`config.mk`:
```
export PLATFORM = sky130hd
export DESIGN_NAME = sa_tile_ctrl_flat
export DESIGN_NICKNAME = d
export VERILOG_FILES = /design/src/rtl/sa_tile_ctrl_if.sv /design/src/rtl/sa_tile_ctrl.sv /design/src/flat_wrapper.sv
export SDC_FILE = /design/constraint.sdc
export NUM_CORES = 1
export LEC_CHECK = 0
export CAP_MARGIN = 25
export CORE_UTILIZATION = 40
export DETAILED_ROUTE_END_ITERATION = 12
export SYNTH_ARGS = -nofsm -noshare
export SYNTH_HDL_FRONTEND = slang
export SYNTH_SLANG_ARGS = --single-unit
```
`constraint.sdc`:
```
create_clock -name clk -period 2.5 [get_ports clk]
set_input_delay 0.5 -clock clk [delete_from_list [all_inputs] [get_ports clk]]
set_output_delay 0.5 -clock clk [all_outputs]
set_load 0.01 [all_outputs]
```
`src/rtl/sa_tile_ctrl_if.sv`:
```
// Signal bundle between the systolic tile sequencer and its scheduler, operand buffers, PE array and writeback.
// The controller takes the master side; the surrounding datapath and bench take the slave side.
interface sa_tile_ctrl_if #(
   parameter int ROWS      = 4,
   parameter int K_BITS    = 16,
   parameter int ADDR_BITS = 12
);
   logic                    start;
   logic                    abort;
   logic [K_BITS-1:0]       k_len;
   logic                    busy;
   logic                    done;
   logic                    op_rd_en;
   logic [ADDR_BITS-1:0]    op_rd_addr;
   logic                    feed_v;
   logic                    pe_clr;
   logic                    pe_shift_en;
   logic                    res_valid;
   logic                    res_ready;
   logic [$clog2(ROWS)-1:0] res_row;

   modport master (
      input  start, abort, k_len, res_ready,
      output busy, done, op_rd_en, op_rd_addr, feed_v, pe_clr, pe_shift_en, res_valid, res_row
   );

   modport slave (
      output start, abort, k_len, res_ready,
      input  busy, done, op_rd_en, op_rd_addr, feed_v, pe_clr, pe_shift_en, res_valid, res_row
   );
endinterface

```
`src/rtl/sa_tile_ctrl.sv`:
```
// Tile job sequencer: clear, feed k_len operand pairs, drain the skew, stream ROWS result rows.
// Latency 1 + k_len + (ROWS+COLS) + ROWS cycles start-to-done; OUT holds each row until res_ready.
module sa_tile_ctrl #(
   parameter int ROWS      = 4,
   parameter int COLS      = 4,
   parameter int K_BITS    = 16,
   parameter int ADDR_BITS = 12
) (
   input  logic           clk,
   input  logic           rst,
   sa_tile_ctrl_if.master bus
);
   localparam int RW = $clog2(ROWS);
   localparam int DW = $clog2(ROWS + COLS);

   typedef enum logic [2:0] {S_IDLE, S_CLR, S_FEED, S_DRAIN, S_OUT} state_t;

   state_t            state_q, state_d;
   logic [K_BITS-1:0] k_reg_q, k_reg_d;
   logic [K_BITS-1:0] k_cnt_q, k_cnt_d;
   logic [DW-1:0]     d_cnt_q, d_cnt_d;
   logic [RW-1:0]     row_cnt_q, row_cnt_d;
   logic              feed_v_q, feed_v_d;
   logic              done_q, done_d;

   logic              op_rd_en;
   logic              pe_clr;
   logic              pe_shift_en;
   logic              res_valid;

   always_ff @(posedge clk or posedge rst) begin
      if (rst) begin
         state_q   <= S_IDLE;
         k_reg_q   <= '0;
         k_cnt_q   <= '0;
         d_cnt_q   <= '0;
         row_cnt_q <= '0;
         feed_v_q  <= 1'b0;
         done_q    <= 1'b0;
      end else begin
         state_q   <= state_d;
         k_reg_q   <= k_reg_d;
         k_cnt_q   <= k_cnt_d;
         d_cnt_q   <= d_cnt_d;
         row_cnt_q <= row_cnt_d;
         feed_v_q  <= feed_v_d;
         done_q    <= done_d;
      end
   end

   always_comb begin
      state_d     = state_q;
      k_reg_d     = k_reg_q;
      k_cnt_d     = k_cnt_q;
      d_cnt_d     = d_cnt_q;
      row_cnt_d   = row_cnt_q;
      done_d      = 1'b0;
      op_rd_en    = 1'b0;
      pe_clr      = 1'b0;
      pe_shift_en = 1'b0;
      res_valid   = 1'b0;

      case (state_q)
         S_IDLE: begin
            if (bus.start) begin
               state_d = S_CLR;
               k_reg_d = bus.k_len;
            end
         end
         S_CLR: begin
            pe_clr      = 1'b1;
            pe_shift_en = 1'b1;
            // An empty reduction skips straight to readout of the cleared accumulators.
            state_d     = (k_reg_q != '0) ? S_FEED : S_OUT;
         end
         S_FEED: begin
            op_rd_en    = 1'b1;
            pe_shift_en = 1'b1;
            if (k_cnt_q == k_reg_q - K_BITS'(1)) begin
               k_cnt_d = '0;
               state_d = S_DRAIN;
            end else begin
               k_cnt_d = k_cnt_q + K_BITS'(1);
            end
         end
         S_DRAIN: begin
            pe_shift_en = 1'b1;
            if (d_cnt_q == DW'(ROWS + COLS - 1)) begin
               d_cnt_d = '0;
               state_d = S_OUT;
            end else begin
               d_cnt_d = d_cnt_q + DW'(1);
            end
         end
         S_OUT: begin
            res_valid = 1'b1;
            if (bus.res_ready) begin
               if (row_cnt_q == RW'(ROWS - 1)) begin
                  row_cnt_d = '0;
                  state_d   = S_IDLE;
                  done_d    = 1'b1;
               end else begin
                  row_cnt_d = row_cnt_q + RW'(1);
               end
            end
         end
         default: state_d = S_IDLE;
      endcase

      feed_v_d = op_rd_en;

      // Abort overrides whatever the state decided this cycle.
      if (bus.abort && state_q != S_IDLE) begin
         state_d   = S_IDLE;
         k_reg_d   = '0;
         k_cnt_d   = '0;
         d_cnt_d   = '0;
         row_cnt_d = '0;
         done_d    = 1'b0;
         feed_v_d  = 1'b0;
      end
   end

   assign bus.busy        = (state_q != S_IDLE);
   assign bus.done        = done_q;
   assign bus.op_rd_en    = op_rd_en;
   assign bus.op_rd_addr  = k_cnt_q[ADDR_BITS-1:0];
   assign bus.feed_v      = feed_v_q;
   assign bus.pe_clr      = pe_clr;
   assign bus.pe_shift_en = pe_shift_en;
   assign bus.res_valid   = res_valid;
   assign bus.res_row     = row_cnt_q;
endmodule

```
`src/flat_wrapper.sv`:
```
// flat-port wrapper written by rule: the top's interface ports become plain ports
module sa_tile_ctrl_flat 
#(
   parameter int ROWS      = 4,
   parameter int COLS      = 4,
   parameter int K_BITS    = 16,
   parameter int ADDR_BITS = 12
)
  (clk, rst, bus_start, bus_abort, bus_k_len, bus_res_ready, bus_busy, bus_done, bus_op_rd_en, bus_op_rd_addr, bus_feed_v, bus_pe_clr, bus_pe_shift_en, bus_res_valid, bus_res_row);
  sa_tile_ctrl_if #(.ROWS(ROWS), .K_BITS(K_BITS), .ADDR_BITS(ADDR_BITS)) bus_i ();
  input  logic clk;
  input  logic rst;
  input wire logic [$bits(bus_i.start)-1:0] bus_start;
  input wire logic [$bits(bus_i.abort)-1:0] bus_abort;
  input wire logic [$bits(bus_i.k_len)-1:0] bus_k_len;
  input wire logic [$bits(bus_i.res_ready)-1:0] bus_res_ready;
  output wire logic [$bits(bus_i.busy)-1:0] bus_busy;
  output wire logic [$bits(bus_i.done)-1:0] bus_done;
  output wire logic [$bits(bus_i.op_rd_en)-1:0] bus_op_rd_en;
  output wire logic [$bits(bus_i.op_rd_addr)-1:0] bus_op_rd_addr;
  output wire logic [$bits(bus_i.feed_v)-1:0] bus_feed_v;
  output wire logic [$bits(bus_i.pe_clr)-1:0] bus_pe_clr;
  output wire logic [$bits(bus_i.pe_shift_en)-1:0] bus_pe_shift_en;
  output wire logic [$bits(bus_i.res_valid)-1:0] bus_res_valid;
  output wire logic [$bits(bus_i.res_row)-1:0] bus_res_row;
  assign bus_i.start = bus_start;
  assign bus_i.abort = bus_abort;
  assign bus_i.k_len = bus_k_len;
  assign bus_i.res_ready = bus_res_ready;
  assign bus_busy = bus_i.busy;
  assign bus_done = bus_i.done;
  assign bus_op_rd_en = bus_i.op_rd_en;
  assign bus_op_rd_addr = bus_i.op_rd_addr;
  assign bus_feed_v = bus_i.feed_v;
  assign bus_pe_clr = bus_i.pe_clr;
  assign bus_pe_shift_en = bus_i.pe_shift_en;
  assign bus_res_valid = bus_i.res_valid;
  assign bus_res_row = bus_i.res_row;
  sa_tile_ctrl #(.ROWS(ROWS), .COLS(COLS), .K_BITS(K_BITS), .ADDR_BITS(ADDR_BITS)) u_core (.clk(clk), .rst(rst), .bus(bus_i));
endmodule
```
==> results.toml, run 1 <==
[outcome]
result_of_the_run = "finished with violations"
failed_checks = "negative setup slack"

[critical_path]
slowest_stage = "or4_4"
setup.worst_path.start_class = "flop"
worst-path-buf-inv = 3
critical-path-max-stage-delay_ns = 0.43
timing_worst_setup_path_type = "reg2reg"
cp.required_ns = 2.67
critical_path.top_delay_family = "simple AND/OR/NAND/NOR gates"
worst_path_arrival_time_ns = 2.79
critPathMaxFanout = 9
critical_path_end_type = "flop"
path_cells = "inv_1, ha_2, or3b_4, nand2b_4, or4_4, xnor2_2, nor3_2, nand4_1, buf_6, buf_6, nand4_1, o311ai_2"

[sta]
finalCritPeriodShare = 1.05
finalClockSkew_ns = 0.00621
timing.final.setup_violations = 17
period_needed_ns = 2.62
tightest_slew_ns = 0.557
fmaxAchievable_ghz = 0.381
final_report_max_slew_violation_count = 0
setup_slack_ns = -0.124
timing.final.hold_violations = 0
maxSlewHeadroom = 0.629
rsz0062_at_grt = "true"
final.hold.worst_slack_ns = 0.505

[die]
die-height_um = 82.6
core_area_sq_um = 6310
start_util = 0.412
floorplan.rows = 29
boundary_pin_count = 42
die_w_um = 82.6
dieArea_sq_um = 6830

[global_routing]
grt_start_max_net_pins = 43
grt_antenna_before_repair = 0
grt_remaining_overflow = 0
via_count_of_the_first_global_routing_pass = 2190
overall_global_routing_usage = 0.202
global_route_wire_length_before_repair_mm = 10.3

[drt]
routed_wl_mm = 6.42
drt_drc_violations_left = 0
drt-wirelength-per-cell_um = 15.1
avgViaCountPerCell = 5.48
route.antenna.remaining_nets = 0
via_count = 2324
drtPass1Iterations = 4
detailedRoute.firstIterationViolations = 82

[synth]
post_synth_main_area_contributors = "dfrtp_1 (40%), a22o_1 (6.1%), xnor2_1 (4.4%), buf_4 (3.8%), nand2_1 (3.3%)"
synthesis.area_sq_um = 2600
synth_edf_count = 0
syn-instance-count = 284
synth.net_count = 310
synthFlopType = "dfrtp_1"
ys.warnings.count = 0
ys_top_cells_by_count = "dfrtp_1 (42), nand2_1 (23), a22o_1 (18), nand3_1 (16), nor2_1 (16)"
synth_seq_area_share = 0.404
synth.distinct_cells = 42
synthDominantCellAreaShare = 0.404
yosysTopAreaCell = "dfrtp_1"
synthMostInstantiatedCell = "dfrtp_1"
post_synthesis_register_bit_count = 42
ys_async_sr_fraction = 1.00
syn-mean-instance-area_sq_um = 9.15

[cts]
cts_tree = "done"
cts_hold_repair.buffers = 0
cts.sink_count = 42
clk_root_buffer_cell = "clkbuf_8"
cts-htree-levels = 2
cts_inserted_buffers = 5
cts.reportedPaths.clkPinSlew_ns = 0.08
clk_latency_ns = 0.30
clockBufferDepth = 2

[layout]
share_of_post_route_cells_with_drive_strength_above_1 = 0.205
area_growth_pct = 33.7
multi_input_comb_area_sq_um = 1450
diodes = 0
regArea_sq_um = 1050
fillCellCount = 587
finalNetCount = 372

[power_and_ir_drop]
vdd_drop_max_v = 0.000692
cellPowerDensity_nw_per_um2 = 972
cellLeakagePower_nw = 1.47
design_power_total_mw = 3.38

[place]
detailedPlacementHpwl_mm = 4.53
numPortBuffers = 41
dp_slack_ns = -0.216
gp_congestion = 0.804

[hold_path]
hold_path.class = "reg2reg"

[run]
max_cap_violations = 0
area by class of cell:
class | count | area share
multi-input combinational | 202 | 0.416
sequential | 42 | 0.303
timing repair buffer | 81 | 0.212
tap | 77 | 0.0277
clock buffer | 7 | 0.0248
inverter | 14 | 0.0151
clock inverter | 1 | 0.00144
flip-flops by register name (all words and copies together) (netlist names):
| signal | flops |
|---|---|
| u_core.k_cnt_q | 16 |
| u_core.k_reg_q | 16 |
| u_core.d_cnt_q | 3 |
| u_core.state_q | 3 |
| u_core.bus.res_row | 2 |
| u_core.bus.done | 1 |
| u_core.bus.feed_v | 1 |
worst reg2reg max path: cells and delay by family (launching register included):
family / cells / cell delay (ns)
and+or+nand+nor: 6 / 1.32
DFF: 1 / 0.40
buffers and inverters: 3 / 0.36
adders and majority gates: 1 / 0.16
xor gates and xnor gates: 1 / 0.15
AOI/OAI and AO/OA: 1 / 0.11
through the flow:
stage          setup TNS (ns)  cells   util  area (sq um)
5_1_grt                 -3.60    424  0.551          3480
3_5_place_dp            -2.72    409  0.508          3210
3_3_place_gp            -1.41    409  0.508          3210
6_report                -1.50    424  0.551          3480
2_1_floorplan           -1.30    284      -          2620
4_1_cts                 -1.45    422  0.540          3410
cells by family after synthesis:
kind of cell               Yosys count  share of synthesized area
muxes                                3                     0.0116
xor gates and xnor gates            22                     0.0741
and+or+nand+nor                    110                      0.221
AOI/OAI and AO/OA                   62                      0.184
DFF                                 42                      0.404
adders and majority gates            5                     0.0241
buffers and inverters               40                     0.0808
metal layers:
layer,vias to the layer above,global-route usage,wire [um]
li1,1153,-,-
met2,42,0.348,3100
met4,0,0.0810,105
met1,1121,0.250,3010
met3,8,0.0330,209
met5,-,0,0
path summary, 6_finish.rpt:
kind                            slack (ns)                 to         startpoint  cells past startpoint
worst max-delay path                 -0.12  u_core.k_cnt_q[8]  u_core.k_reg_q[1]                     12
worst min-delay path                  0.50  u_core.d_cnt_q[2]  u_core.d_cnt_q[2]                      1
worst max register to register       -0.12  u_core.k_cnt_q[8]  u_core.k_reg_q[1]                     12
worst min register to register        0.50  u_core.d_cnt_q[2]  u_core.d_cnt_q[2]                      1
max in group asynchronous             1.45  u_core.state_q[2]                rst                      3
min in group asynchronous             0.64  u_core.d_cnt_q[0]                rst                      3
cells in the final DEF, fill, tap and decap left out, types with 3 or more instances in the layout:
cell / netlist / routed
mux2i_1: 3 / 3
inv_1: 14 / 14
clkbuf_8: 0 / 6
nor2b_1: 3 / 3
nor2_1: 16 / 16
nand2_1: 23 / 22
o311ai_1: 6 / 4
and3_1: 4 / 4
nand4_1: 11 / 11
buf_6: 1 / 5
xnor2_1: 13 / 12
a32o_1: 3 / 3
o21ai_0: 6 / 5
dfrtp_1: 42 / 41
ha_1: 5 / 4
nand3_1: 16 / 16
or3_1: 3 / 3
clkdlybuf4s50_1: 0 / 41
nand2b_1: 4 / 3
a31oi_1: 7 / 5
buf_4: 13 / 34
a22o_1: 18 / 18
o311ai_2: 0 / 5
xor2_1: 9 / 9
or2_2: 5 / 5
a21oi_1: 8 / 8
or4_1: 6 / 4
nor3_1: 12 / 11
power by group:
part / leakage [nW] / total, mW / switching [mW] / internal [mW]
Combinational: 0.859 / 1.91 / 0.909 / 0.999
Clock: 0.0482 / 0.459 / 0.236 / 0.223
Sequential: 0.563 / 1.01 / 0.163 / 0.849
Total: 1.47 / 3.38 / 1.31 / 2.07
what timing repair did:
action	CTS	global route
gates resized for setup	20	8
endpoints found under the setup margin	17	18
buffers inserted	3	0
pin swaps	6	8
cloned	2	0
No activity file was read; power rests on OpenSTA's default activity.
==> run 2, diff against run 1 <==
--- a/config.mk
+++ b/config.mk
@@ -5,7 +5,7 @@
 export SDC_FILE = /design/constraint.sdc
 export NUM_CORES = 1
 export LEC_CHECK = 0
-export CAP_MARGIN = 25
+export CAP_MARGIN = 0
 export CORE_UTILIZATION = 40
 export DETAILED_ROUTE_END_ITERATION = 12
 export SYNTH_ARGS = -nofsm -noshare
==> run 2 against run 1 <==
The run still ends with negative setup slack left. Wire length decreased by 0.41%. Clock skew increased by 0.00084 ns. Final area decreased by 0.43%. Hold slack about the same. Critical path depth unchanged. Maximum frequency about the same. Clock-buffer cell count unchanged. Critical endpoint is now u_core.k_cnt_q[14]. Highest routed layer unchanged.
==> results.toml, run 2 (synthesized netlist as in run 1, its figures left out) <==
[layout]
area_growth_pct = 33.1
multi_input_comb_area_sq_um = 1450
reg.largest.list = "u_core.k_cnt_q: 16 flops, u_core.k_reg_q: 16 flops"
fillCellCount = 585
share_of_post_route_cells_with_drive_strength_above_1 = 0.200
diodes = 0
mostFrequentLayoutCells = "clkdlybuf4s50_1 (41), dfrtp_1 (41), buf_4 (32)"
regArea_sq_um = 1050
finalNetCount = 370

[run]
max_cap_violations = 0

[die]
boundary_pin_count = 42
dieArea_sq_um = 6830
floorplan.rows = 29
die-height_um = 82.6
start_util = 0.412
die_w_um = 82.6
core_area_sq_um = 6310

[critical_path]
worst_path_arrival_time_ns = 2.79
slowest_stage = "or4_4"
timing_worst_setup_path_type = "reg2reg"
path_cells = "inv_1, ha_2, or3b_4, nand2b_4, or4_4, xnor2_2, nor3_2, nand4_1, buf_6, buf_4, nand4_1, o311ai_2"
critical_path_end_type = "flop"
crit_top_cell = "nand4_1"
setup.worst_path.start_class = "flop"
critPathMaxFanout = 5
critical-path-max-stage-delay_ns = 0.43
cp.required_ns = 2.67
worstSetupStartpoint = "u_core.k_reg_q[1]"
reg_to_reg_startpoint = "u_core.k_reg_q[1]"

[hold_path]
hold_sp = "u_core.d_cnt_q[2]"
hold_path.class = "reg2reg"

[cts]
clk_latency_ns = 0.30
cts.reportedPaths.clkPinSlew_ns = 0.08
cts.sink_count = 42
clockBufferDepth = 2
cts_inserted_buffers = 5
cts_tree = "done"
cts_hold_repair.buffers = 0
clk_root_buffer_cell = "clkbuf_8"
cts-htree-levels = 2

[sta]
period_needed_ns = 2.62
finalCritPeriodShare = 1.05
tightest_slew_ns = 1.32
finalClockSkew_ns = 0.00705
setup_slack_ns = -0.125
final.hold.worst_slack_ns = 0.505
timing.final.setup_violations = 17
fmaxAchievable_ghz = 0.381
rsz0062_at_grt = "true"
fin_setup_tns_ns = -1.51
maxSlewHeadroom = 0.117
final_report_max_slew_violation_count = 0
timing.final.hold_violations = 0

[drt]
drt_drc_violations_left = 0
avgViaCountPerCell = 5.49
drtPass1Iterations = 4
via_count = 2318
routed_wl_mm = 6.39
detailedRoute.firstIterationViolations = 101
drt-wirelength-per-cell_um = 15.1
route.antenna.remaining_nets = 0

[global_routing]
grt_antenna_before_repair = 0
grt_start_max_net_pins = 43
global_route_wire_length_before_repair_mm = 10.3
grt_remaining_overflow = 0
overall_global_routing_usage = 0.202
via_count_of_the_first_global_routing_pass = 2190

[place]
numPortBuffers = 41
gp_congestion = 0.804
detailedPlacementHpwl_mm = 4.53

[outcome]
result_of_the_run = "finished with violations"
failed_checks = "negative setup slack"

[power_and_ir_drop]
cellPowerDensity_nw_per_um2 = 970
vdd_drop_max_v = 0.000687
cellLeakagePower_nw = 1.46
[run 2: metal layers]
metal | GRT usage | share of wire | wire length, um | up-vias
met1 | 0.250 | 0.46 | 2960 | 1109
met5 | 0 | 0 | 0 | -
li1 | - | - | - | 1146
met3 | 0.0330 | 0.036 | 230 | 8
met4 | 0.0810 | 0.017 | 106 | 0
met2 | 0.348 | 0.48 | 3090 | 55
[run 2: stage by stage]
stage          instances  setup WS (ns)  instance area [sq um]   util  total power, mW
6_report             422         -0.125                   3460  0.548             3.36
5_1_grt              422         -0.261                   3460  0.548             3.60
4_1_cts              422         -0.129                   3410  0.540             3.33
2_1_floorplan        284         -0.134                   2620      -             2.10
3_5_place_dp         409         -0.216                   3210  0.508             2.77
3_3_place_gp         409         -0.121                   3210  0.508             2.76
[run 2: power breakdown]
| part | switching [mW] | leakage, nW | total (mW) | internal [mW] |
|---|---|---|---|---|
| Sequential | 0.164 | 0.563 | 1.01 | 0.849 |
| Clock | 0.238 | 0.0482 | 0.461 | 0.223 |
| Combinational | 0.903 | 0.850 | 1.88 | 0.981 |
| Total | 1.30 | 1.46 | 3.36 | 2.05 |
[run 2: worst paths after layout]
check,endpoint,slack (ns),cells after the start
min reg2reg,u_core.d_cnt_q[2],0.50,1
max reg2reg,u_core.k_cnt_q[14],-0.12,12
max,u_core.k_cnt_q[14],-0.12,12
max in group asynchronous,u_core.state_q[2],1.45,3
min in group asynchronous,u_core.d_cnt_q[0],0.64,3
min,u_core.d_cnt_q[2],0.50,1
[run 2: final cells by class]
| type | count | area share |
|---|---|---|
| Timing Repair Buffer | 79 | 0.209 |
| Multi-Input combinational cell | 202 | 0.418 |
| Clock inverter | 1 | 0.00145 |
| Inverter | 14 | 0.0152 |
| Sequential cell | 42 | 0.304 |
| Clock buffer | 7 | 0.0249 |
| Tap cell | 77 | 0.0278 |
[run 2: repair_timing]
action                                  CTS  global route
gates resized for setup                  20             8
pin swaps                                 6             8
gates cloned                              2             0
setup buffers                             3             0
endpoints found under the setup margin   17            18
[run 2: worst max-delay path: cells and delay by family (launching register included)]
kind | cells | cell delay (ns)
and+or+nand+nor | 6 | 1.32
xor gates and xnor gates | 1 | 0.15
AOI/OAI and AO/OA | 1 | 0.11
DFF | 1 | 0.40
buffers and inverters | 3 | 0.37
adders and majority gates | 1 | 0.16
==> run 3, diff against run 2 <==
--- a/config.mk
+++ b/config.mk
@@ -11,3 +11,4 @@
 export SYNTH_ARGS = -nofsm -noshare
 export SYNTH_HDL_FRONTEND = slang
 export SYNTH_SLANG_ARGS = --single-unit
+export TNS_END_PERCENT = 1
==> run 3 against run 2 <==
Wire length down 1.2%. Combinational power down 2%. Total power up 0.72%. Critical path depth unchanged. Largest power group unchanged. The flow still finishes with violations (negative setup slack). Largest cell class unchanged. Sequential share of layout area up 0.066 points. Clock power up 17%. Non-clock buffer count down 2. Via count down 0.73%.
==> results.toml, run 3 (synthesized netlist as in run 1, its figures left out) <==
[layout]
area_growth_pct = 32.8
regArea_sq_um = 1050
mostFrequentLayoutCells = "dfrtp_1 (41), clkdlybuf4s50_1 (40), buf_4 (30)"
fillCellCount = 617
share_of_post_route_cells_with_drive_strength_above_1 = 0.198
reg.largest.list = "u_core.k_cnt_q: 16 flops, u_core.k_reg_q: 16 flops"
multi_input_comb_area_sq_um = 1440
diodes = 0
utilization = 0.547
finalNetCount = 368
mostFrequentLayoutCell = "dfrtp_1"

[die]
dieArea_sq_um = 6830
die-height_um = 82.6
boundary_pin_count = 42
start_util = 0.412
floorplan.rows = 29
die_w_um = 82.6
core_area_sq_um = 6310

[global_routing]
grt_remaining_overflow = 0
global_route_wire_length_before_repair_mm = 10.7
grt_start_max_net_pins = 43
grt_antenna_before_repair = 0
overall_global_routing_usage = 0.209
via_count_of_the_first_global_routing_pass = 2300

[critical_path]
cp.required_ns = 2.68
critPathMaxFanout = 5
reg2reg_slack_ns = -0.14
setup.worst_path.start_class = "flop"
timing_worst_setup_path_type = "reg2reg"
critical_path_end_type = "flop"
worst_path_arrival_time_ns = 2.82

[cts]
clockBufferDepth = 2
clk_latency_ns = 0.30
cts_tree = "done"
cts_inserted_buffers = 5
cts.reportedPaths.clkPinSlew_ns = 0.09
cts.sink_count = 42
cts-htree-levels = 2
clk_root_buffer_cell = "clkbuf_8"

[run]
max_cap_violations = 0

[drt]
detailedRoute.firstIterationViolations = 127
routed_wl_mm = 6.31
via_count = 2301
drtPass1Iterations = 4
drt_drc_violations_left = 0
drt-wirelength-per-cell_um = 15.0
route.antenna.remaining_nets = 0
avgViaCountPerCell = 5.48

[sta]
period_needed_ns = 2.64
maxSlewHeadroom = 0.159
fmaxAchievable_ghz = 0.379
rsz0062_at_grt = "true"
setup_slack_ns = -0.137
fin_setup_tns_ns = -1.73
tightest_slew_ns = 1.26
timing.final.hold_violations = 0
finalClockSkew_ns = 0.0103
finalCritPeriodShare = 1.05
timing.final.setup_violations = 17
final.hold.worst_slack_ns = 0.505
final_report_max_slew_violation_count = 0

[outcome]
result_of_the_run = "finished with violations"
failed_checks = "negative setup slack"

[hold_path]
hold_path.class = "reg2reg"

[place]
numPortBuffers = 41
gp_congestion = 0.826
detailedPlacementHpwl_mm = 4.42

[power_and_ir_drop]
vdd_drop_max_v = 0.000713
cellPowerDensity_nw_per_um2 = 979
cellLeakagePower_nw = 1.47
run 3: area by class of cell:
cell class              count  area share
clock inverters             2      0.0109
inverters                  14      0.0152
well taps                  77      0.0279
clock buffers               6      0.0210
repair buffers             77       0.203
flip-flops and latches     42       0.305
multi-input cells         202       0.417
run 3: per-stage QoR:
stage / power (mW) / std cells / cell area (sq um) / worst slack [ns]
final: 3.38 / 420 / 3450 / -0.137
after global routing: 3.65 / 420 / 3450 / -0.294
after CTS: 3.37 / 420 / 3420 / -0.118
after detailed placement: 2.77 / 409 / 3220 / -0.190
after global placement: 2.76 / 409 / 3220 / -0.145
after floorplan: 2.10 / 284 / 2610 / -0.134
run 3: metal layers:
metal,vias to the layer above,track usage,routed length [um]
li1,1143,-,-
met1,1106,0.265,2960
met2,48,0.359,3070
met3,4,0.0374,239
met4,0,0.0690,44
met5,-,0,0
run 3: path summary, 6_finish.rpt:
path	startpoint	end	depth (start not counted)
max	u_core.k_reg_q[1]	u_core.k_cnt_q[10]	12
max in group asynchronous	rst	u_core.state_q[2]	3
max reg2reg	u_core.k_reg_q[1]	u_core.k_cnt_q[10]	12
min reg2reg	u_core.d_cnt_q[1]	u_core.d_cnt_q[1]	1
min in group asynchronous	rst	u_core.k_cnt_q[11]	3
min	u_core.d_cnt_q[1]	u_core.d_cnt_q[1]	1
run 3: worst max-delay path, cell delays in order, from the launching register on:
cell and delay (ns):
dfrtp_1 0.40, inv_1 0.07, ha_2 0.16, or3b_4 0.38, nand2b_4 0.15, or4_4 0.43, xnor2_2 0.15, nor3_2 0.14
nand4_1 0.13, buf_6 0.16, buf_6 0.13, a31oi_1 0.15, mux2i_1 0.09
run 3: report_power, final:
part | switching [mW] | internal [mW] | leakage (nW)
registers | 0.159 | 0.849 | 0.563
clock network | 0.240 | 0.298 | 0.0514
logic | 0.890 | 0.946 | 0.853
run 3: what timing repair did:
action / in CTS / in global routing
cloned: 2 / 0
hold buffers: 0 / 0
pin swaps: 9 / 1
resized for setup: 17 / 7
endpoints found under the setup margin: 17 / 18
setup buffers: 1 / 0
